$ cat src/rtl/leaf_port_bridge.sv
// leaf_port_bridge: tagged-stream demux/merge between leaf_interface and HLS kernel ports.
// Per-port first-word-fall-through FIFOs on both sides, round-robin merge on egress.

module leaf_port_bridge_fifo #(
  parameter int W  = 32,
  parameter int AW = 3
) (
  input  logic         clk_i,
  input  logic         rst_ni,
  input  logic         wr_i,
  input  logic [W-1:0] din_i,
  input  logic         rd_i,
  output logic [W-1:0] dout_o,
  output logic         full_o,
  output logic         empty_o
);
  logic [W-1:0]  mem_q [2**AW];
  logic [AW-1:0] wp_q, rp_q;
  logic [AW:0]   cnt_q;
  logic          do_wr, do_rd;

  // occupancy MSB is set only at exactly 2**AW words
  assign full_o  = cnt_q[AW];
  assign empty_o = (cnt_q == '0);
  assign do_wr   = wr_i && !full_o;
  assign do_rd   = rd_i && !empty_o;
  assign dout_o  = mem_q[rp_q];

  always_ff @(posedge clk_i) begin
    if (do_wr) mem_q[wp_q] <= din_i;
  end

  always_ff @(posedge clk_i or negedge rst_ni) begin
    if (!rst_ni) begin
      wp_q  <= '0;
      rp_q  <= '0;
      cnt_q <= '0;
    end else begin
      if (do_wr) wp_q <= wp_q + 1'b1;
      if (do_rd) rp_q <= rp_q + 1'b1;
      case ({do_wr, do_rd})
        2'b10:   cnt_q <= cnt_q + 1'b1;
        2'b01:   cnt_q <= cnt_q - 1'b1;
        default: cnt_q <= cnt_q;
      endcase
    end
  end
endmodule

module leaf_port_bridge #(
  parameter int PAYLOAD_BITS    = 32,
  parameter int NUM_PORT_BITS   = 4,
  parameter int NUM_IN_PORTS    = 2,
  parameter int NUM_OUT_PORTS   = 2,
  parameter int FIFO_DEPTH_BITS = 3
) (
  input  logic                                  clk_user,
  input  logic                                  reset_n,
  input  logic [PAYLOAD_BITS-1:0]               s_din,
  input  logic [NUM_PORT_BITS-1:0]              s_port,
  input  logic                                  s_vld,
  output logic                                  s_ack,
  output logic [NUM_IN_PORTS*PAYLOAD_BITS-1:0]  u_dout,
  output logic [NUM_IN_PORTS-1:0]               u_vld,
  input  logic [NUM_IN_PORTS-1:0]               u_ack,
  input  logic [NUM_OUT_PORTS*PAYLOAD_BITS-1:0] u_din,
  input  logic [NUM_OUT_PORTS-1:0]              u_din_vld,
  output logic [NUM_OUT_PORTS-1:0]              u_din_ack,
  output logic [PAYLOAD_BITS-1:0]               m_dout,
  output logic [NUM_PORT_BITS-1:0]              m_port,
  output logic                                  m_vld,
  input  logic                                  m_ack,
  output logic [7:0]                            bad_port_cnt
);
  localparam int RRW = (NUM_OUT_PORTS > 1) ? $clog2(NUM_OUT_PORTS) : 1;
  localparam logic [NUM_PORT_BITS:0] NIN = (NUM_PORT_BITS+1)'(NUM_IN_PORTS);

  logic [NUM_IN_PORTS-1:0]  ihit, ifull, iempty, iwr, ird;
  logic [NUM_OUT_PORTS-1:0] efull, eempty, ewr, epop;
  logic [NUM_OUT_PORTS*PAYLOAD_BITS-1:0] ehead;
  logic s_bad;

  logic [PAYLOAD_BITS-1:0]  m_dout_q, m_dout_d;
  logic [NUM_PORT_BITS-1:0] m_port_q, m_port_d;
  logic                     m_vld_q, m_vld_d;
  logic [RRW-1:0]           rr_q, rr_d, win, idx;
  logic [7:0]               bad_q, bad_d;
  logic                     found, load;

  assign s_bad = ({1'b0, s_port} >= NIN);
  assign s_ack = reset_n && (s_bad || |(ihit & ~ifull));
  assign u_vld = reset_n ? ~iempty : '0;
  assign ird   = u_vld & u_ack;

  for (genvar i = 0; i < NUM_IN_PORTS; i++) begin : g_in
    assign ihit[i] = (s_port == NUM_PORT_BITS'(i));
    assign iwr[i]  = reset_n && s_vld && ihit[i] && !ifull[i];
    leaf_port_bridge_fifo #(
      .W  (PAYLOAD_BITS),
      .AW (FIFO_DEPTH_BITS)
    ) u_fifo (
      .clk_i   (clk_user),
      .rst_ni  (reset_n),
      .wr_i    (iwr[i]),
      .din_i   (s_din),
      .rd_i    (ird[i]),
      .dout_o  (u_dout[i*PAYLOAD_BITS +: PAYLOAD_BITS]),
      .full_o  (ifull[i]),
      .empty_o (iempty[i])
    );
  end

  assign u_din_ack = reset_n ? ~efull : '0;
  assign ewr       = u_din_vld & u_din_ack;

  for (genvar i = 0; i < NUM_OUT_PORTS; i++) begin : g_out
    leaf_port_bridge_fifo #(
      .W  (PAYLOAD_BITS),
      .AW (FIFO_DEPTH_BITS)
    ) u_fifo (
      .clk_i   (clk_user),
      .rst_ni  (reset_n),
      .wr_i    (ewr[i]),
      .din_i   (u_din[i*PAYLOAD_BITS +: PAYLOAD_BITS]),
      .rd_i    (epop[i]),
      .dout_o  (ehead[i*PAYLOAD_BITS +: PAYLOAD_BITS]),
      .full_o  (efull[i]),
      .empty_o (eempty[i])
    );
  end

  // first non-empty egress FIFO at or after rr_q, wrapping
  always_comb begin
    win   = '0;
    idx   = '0;
    found = 1'b0;
    for (int k = 0; k < NUM_OUT_PORTS; k++) begin
      idx = RRW'((int'(rr_q) + k) % NUM_OUT_PORTS);
      if (!found && !eempty[idx]) begin
        found = 1'b1;
        win   = idx;
      end
    end
  end

  assign load = (!m_vld_q || m_ack) && found;

  always_comb begin
    m_dout_d = m_dout_q;
    m_port_d = m_port_q;
    m_vld_d  = m_vld_q;
    rr_d     = rr_q;
    epop     = '0;
    if (load) begin
      epop[win] = 1'b1;
      m_dout_d  = ehead[int'(win)*PAYLOAD_BITS +: PAYLOAD_BITS];
      m_port_d  = NUM_PORT_BITS'(win);
      m_vld_d   = 1'b1;
      rr_d      = RRW'((int'(win) + 1) % NUM_OUT_PORTS);
    end else if (m_ack) begin
      m_vld_d = 1'b0;
    end
  end

  always_comb begin
    bad_d = bad_q;
    if (s_vld && s_bad && bad_q != 8'hFF) bad_d = bad_q + 8'd1;
  end

  always_ff @(posedge clk_user or negedge reset_n) begin
    if (!reset_n) begin
      m_dout_q <= '0;
      m_port_q <= '0;
      m_vld_q  <= 1'b0;
      rr_q     <= '0;
      bad_q    <= '0;
    end else begin
      m_dout_q <= m_dout_d;
      m_port_q <= m_port_d;
      m_vld_q  <= m_vld_d;
      rr_q     <= rr_d;
      bad_q    <= bad_d;
    end
  end

  assign m_dout       = m_dout_q;
  assign m_port       = m_port_q;
  assign m_vld        = m_vld_q;
  assign bad_port_cnt = bad_q;
endmodule

$ cat config.mk
export PLATFORM = sky130hd
export DESIGN_NAME = leaf_port_bridge
export DESIGN_NICKNAME = d
export VERILOG_FILES = /design/src/rtl/leaf_port_bridge.sv
export SDC_FILE = /design/constraint.sdc
export NUM_CORES = 1
export LEC_CHECK = 0
export CORE_ASPECT_RATIO = 2
export CORE_MARGIN = 2
export CORE_UTILIZATION = 30
export CTS_BUF_LIST = sky130_fd_sc_hd__clkbuf_4 sky130_fd_sc_hd__clkbuf_8
export DETAILED_ROUTE_END_ITERATION = 16
export DONT_BUFFER_PORTS = 1
export PLACE_DENSITY_LB_ADDON = 0.25
export SETUP_SLACK_MARGIN = 0.4
export SYNTH_ARGS = -nofsm -noshare
export SYNTH_HDL_FRONTEND = slang
export SYNTH_SLANG_ARGS = --single-unit
$ cat constraint.sdc
create_clock -name clk_user -period 5.6 [get_ports clk_user]
set_input_delay 1.4 -clock clk_user [delete_from_list [all_inputs] [get_ports clk_user]]
set_output_delay 1.4 -clock clk_user [all_outputs]
set_load 0.02 [all_outputs]
After elaboration in Yosys (flattened, before gate mapping)
Memories as Yosys holds them, arrays and structs flattened.
Cells that the tools add are included.

operators by class
  mux-type cells = 27
  equal/unequal tests = 10
  bitwise gates (word level) = 6
  order comparisons = 5
  reductions and logical operators = 42
  shifts and indexed selects = 1
  add/subtract/negate cells = 19

operators with widths
  cell                   count
  $shiftx A64 B7 Y32     1
  $pmux W4 S2            4
  $add A3 B1 Y3 const B  8
  $logic_not A4 Y1       5
  $logic_and A1 B1 Y1    19
  $mux W1                19
  $add A4 B1 Y4 const B  4
  $sub A4 B1 Y4 const B  4
  $logic_not A1 Y1       10
  $reduce_bool A2 Y1     5
  $add A8 B1 Y8 const B  1
  $eq A2 B1 Y1 const B   4
  $eq A2 B2 Y1 const B   4
  $ne A8 B8 Y1 const B   1
  $and A2 B2 Y2          3
  $lt A1 B2 Y1 const B   3
  $mux W2                3
  $not A2 Y2             3
  $eq A4 B1 Y1 const B   1
  $ge A4 B2 Y1 const B   1
  $add A1 B1 Y1 const B  2
  $logic_or A1 B1 Y1     2
  $reduce_or A2 Y1       1
  $demux W1 S1           1
  $ge A1 B1 Y1 const B   1

storage, ports and cells
  memory bits (writable) = 1,024
  flip-flop bits (word level) = 83
  output and inout port bits = 114
  input port bits = 108
  memories = 4
  logic and storage cells = 131

memories
  memory                 words  bits a word  read ports  clocked after memory_dff  write ports  RTL line  RTL
  g_in[0].u_fifo.mem_q   8      32           1           0                         1            17        logic [W-1:0] mem_q [2**AW];
  g_in[1].u_fifo.mem_q   8      32           1           0                         1            17
  g_out[0].u_fifo.mem_q  8      32           1           0                         1            17
  g_out[1].u_fifo.mem_q  8      32           1           0                         1            17

Logic depth before layout (Yosys ltp)
  word-level depth = 14
  depth in mapped cells = 11
  mapped depth without buffers = 9

Hierarchy
Synthesis repeated with hierarchy kept, for this count alone.

unflattened totals
  cells, all modules = 1,916
  area, all modules = 43,246.5 um^2

by module, submodules not included
  module                                        instances  cells each  sequential area each (um^2)  area each (um^2)
  leaf_port_bridge_fifo at g_in[0].u_fifo ...   2          436         7,937.6                      10,343.7
  leaf_port_bridge_fifo at g_out[0].u_fifo ...  2          436         7,937.6                      10,282.4
  leaf_port_bridge                              1          172         1,076.0                      1,994.4

Worst setup path before layout
OpenSTA, ideal clock, no wires.

  path type = input to register
  start = in s_port[1]
  end = mem g_in[1].u_fifo.mem_q[0][0] (enable)
  path buffers = 0
  cell stages on the path = 4
  slack = -0.195 ns
  data arrival time = 5.294 ns
  required time = 5.099 ns
  setup time = 0.501 ns
  cell sequence = or3_4 > nor4_4 > inv_2 > nor4_1

on the way
  cells in the longest elaborated chain, start to end = 6

ends and longest elaborated chain
  element                            RTL line  RTL
  from (decl)                        60        input logic [NUM_PORT_BITS-1:0] s_port,
  $eq A4 B1 Y1                       96        assign ihit[i] = (s_port == NUM_PORT_BITS'(i));
  $logic_and A1 B1 Y1 (2 in series)  97        assign iwr[i] = reset_n && s_vld && ihit[i] && !ifull[i];
  $logic_and A1 B1 Y1                25        assign do_wr = wr_i && !full_o;
  $mux W1                            30        if (do_wr) mem_q[wp_q] <= din_i;
  $mux W1 (not written as such)      30
  to (decl)                          17

No other way between the ends.

Worst setup path in the final report
  start = reg g_in[1].u_fifo.rp_q[0]
  end = out u_dout[42]

on the way
  cells in the longest elaborated chain, start to end = 1

ends and longest elaborated chain
  element                 RTL line  RTL
  from (decl)             18        logic [AW-1:0] wp_q, rp_q;
  from (signal assigned)  40        if (do_rd) rp_q <= rp_q + 1'b1;
  $mem_v2 Z8 W32          n/a
  to (decl)               63        output logic [NUM_IN_PORTS*PAYLOAD_BITS-1:0] u_dout,

No other way between the ends.

==> reports/results.tsv <==
metric	value	unit
final period utilization	0.798	
Area contributors post-synth	edfxtp_1 (72%), mux4_2 (11%), dfrtp_1 (4.9%)	
Post-CTS Setup Inserts	0	
first-pass GRT wire length	144000	um
Cells after Synth	1956	
commonest non-fill, non-tap cell in the layout	edfxtp_1	
FP Rows	196	
commonest non-fill, non-tap cells in the layout	edfxtp_1 (1024), mux4_2 (204), clkbuf_8 (165), mux2i_1 (104), dfrtp_1 (72)	
fin area	48700	um2
core region area	142000	um2
register area	32900	um2
RSZ-0062 raised after global routing	no	
total congestion overflow	0	
GR Layer Usage met3	0.0624	
Synth Cell Area	42800	um2
CTS H-tree depth	4	
Least-Margin Pin Slew	1.15	ns
multi-input logic area	9490	um2
net count reported at finish	2210	
Primary FF master, synth	edfxtp_1	
highest clock rate	224	MHz
TritonCTS Buffers	162	
Async SR Flop Fraction	0.0750	
skew final	0.0569	ns
gr usage total	0.136	
final WL	98700	um
#FFs+latches synth	1107	
initial antenna violation count	4	
clock root buffer	clkbuf_8	
CTS clock-pin slew for the worst setup and hold paths	0.07	ns
slew margin rel.	0.230	
Area Overhead vs Synth	13.9	%
sequential area share after synthesis	0.768	
largest area contributor in the netlist	edfxtp_1	
Detail Route Antenna Nets	0	
Die Y	538	um
Die Wd	271	um
DR iter-0 viols	1465	
CTS max path bufs	3	
vias in the first global route	20526	
CTS Hold Bufs	0	
number of iterations in the first detailed-routing pass	5	
I/O Buffers	0	
max_cap viols	0	
min-delay worst type	in -> async	
pwr dens	476	nW/um2
Top-Level Pins	222	
outcome	finished, final reports clean	
fin. max-slew vios	0	
setup tns final	0	ns
# resized after CTS	0	
global routing's busiest layer	met2	
clock sink count	1107	
drc violations	0	
critical-path maximum fanout	20	
Worst VDD drop	0.000358	V
Final setup viols	0	
required time of the critical path	4.20	ns
DIE AREA	146000	um2
TritonCTS clock tree	built	
DP HPWL	59000	um
placed inst area	45200	um2
P_leak	15.6	nW
final hold vios	0	
largest net degree at the start of global routing	90	
starting density of the core	0.301	
wire per inst	24.1	um
area share of the largest cell type after synthesis	0.719	
routing usage on met1	0.178	
fillcell total	13183	
Critical Path AT	3.07	ns
Crit Path Category	reg -> out	
later-pin clock latency in the skew report	0.86	ns
placer congestion estimate	0.697	
startpoint class of the critical path	flip-flop	
met2 global-route usage	0.202	
Syn Area/Cell	21.9	um2
Vias	19232	
Worst Setup End Kind	output pin	
vias per cell	4.69	
layout cell share with drive strength beyond 1	0.292	
Ys Warns	0	
post-route minimum period	4.47	ns
R2R depth	10	
Post-synth EDFFs	1024	
Distinct cells, synth	58	
worst paths after layout:
| kind | to | startpoint | slack, ns |
|---|---|---|---|
| max | u_dout[42] | g_in[1].u_fifo.rp_q[0]$_DFFE_PN0P_ | 1.13 |
| min | m_dout[2]$_DFFE_PN0P_ | reset_n | 0.26 |
| max reg2reg | g_out[0].u_fifo.cnt_q[3]$_DFFE_PN0P_ | g_out[0].u_fifo.cnt_q[1]$_DFFE_PN0P_ | 2.41 |
| min reg2reg | g_out[0].u_fifo.rp_q[2]$_DFFE_PN0P_ | g_out[0].u_fifo.rp_q[2]$_DFFE_PN0P_ | 0.48 |
| max in group asynchronous | g_in[0].u_fifo.rp_q[2]$_DFFE_PN0P_ | reset_n | 4.99 |
| min in group clk_user | g_out[0].u_fifo.rp_q[2]$_DFFE_PN0P_ | g_out[0].u_fifo.rp_q[2]$_DFFE_PN0P_ | 0.48 |
per-stage QoR:
step,total power [W],util,setup slack (ns),std cells,hold slack (ns)
after floorplan,0.0149,-,0.607,1958,0.480
after global placement,0.0166,0.318,1.49,3794,0.457
after detailed placement,0.0167,0.318,1.46,3794,0.466
after CTS,0.0237,0.343,0.964,4096,0.138
after global routing,0.0244,0.343,0.904,4098,0.164
final,0.0232,0.343,1.13,4099,0.256
critical path, stage by stage (launching register included):
cell and delay [ns]:
dfrtp_4 0.75, buf_4 0.47, mux4_2 0.59, mux2_2 0.35
cells by family (layout without fill, tap and decap cells):
kind of cell,count (synthesis),count (layout),share of synthesized area
flip-flops,1107,1107,0.768
multiplexers,396,396,0.162
AND/OR/NAND/NOR,169,169,0.0197
buffers and inverters,118,375,0.0160
AO/OA/AOI/OAI,107,107,0.0198
XOR/XNOR,33,33,0.00676
adder cells (fa/ha/maj),25,25,0.00802
other,1,6,0.0000877
layer usage:
layer	part of all wire	vias to the layer above
met5	0.00013	-
met4	0.021	2
met3	0.10	144
met2	0.45	537
met1	0.43	10204
li1	-	8345
cell usage after synthesis, drive strengths merged, types with 18 or more instances:
| cell | n |
|---|---|
| edfxtp | 1024 |
| mux4 | 224 |
| mux2i | 104 |
| dfrtp | 83 |
| mux2 | 68 |
| buf | 64 |
| nand2 | 57 |
| nor2 | 49 |
| clkbuf | 33 |
| nand2b | 29 |
| o21ai | 25 |
| xnor2 | 22 |
| ha | 21 |
| inv | 21 |
| a22oi | 18 |
| a32oi | 18 |
layout make-up:
| type | count | share of cell area |
|---|---|---|
| clock buffer | 204 | 0.0526 |
| inverter | 21 | 0.00172 |
| antenna | 3 | 0.000154 |
| timing repair buffer | 52 | 0.00904 |
| tap | 1881 | 0.0483 |
| multi-input combinational | 733 | 0.195 |
| clock inverter | 98 | 0.0188 |
| sequential | 1107 | 0.674 |
power breakdown:
group | internal, W | leakage [nW] | switching, W | total [W]
combinational | 0.00261 | 3.60 | 0.00313 | 0.00574
clock | 0.00372 | 1.81 | 0.00320 | 0.00692
sequential | 0.00953 | 10.2 | 0.00101 | 0.0105
total | 0.0159 | 15.6 | 0.00733 | 0.0232
flip-flops by register name, summed over array words and instances (netlist names):
name and flops:
g_out.u_fifo.cnt_q 8, m_vld 1, g_in.u_fifo.wp_q 6, g_in.u_fifo.rp_q 6, g_out.u_fifo.wp_q 6, m_port 1
g_in.u_fifo.cnt_q 8, g_out.u_fifo.rp_q 6, g_out.u_fifo.mem_q 512, bad_port_cnt 8, g_in.u_fifo.mem_q 512, rr_q 1
m_dout 32
Note: power is estimated with default switching activity, not from simulation.
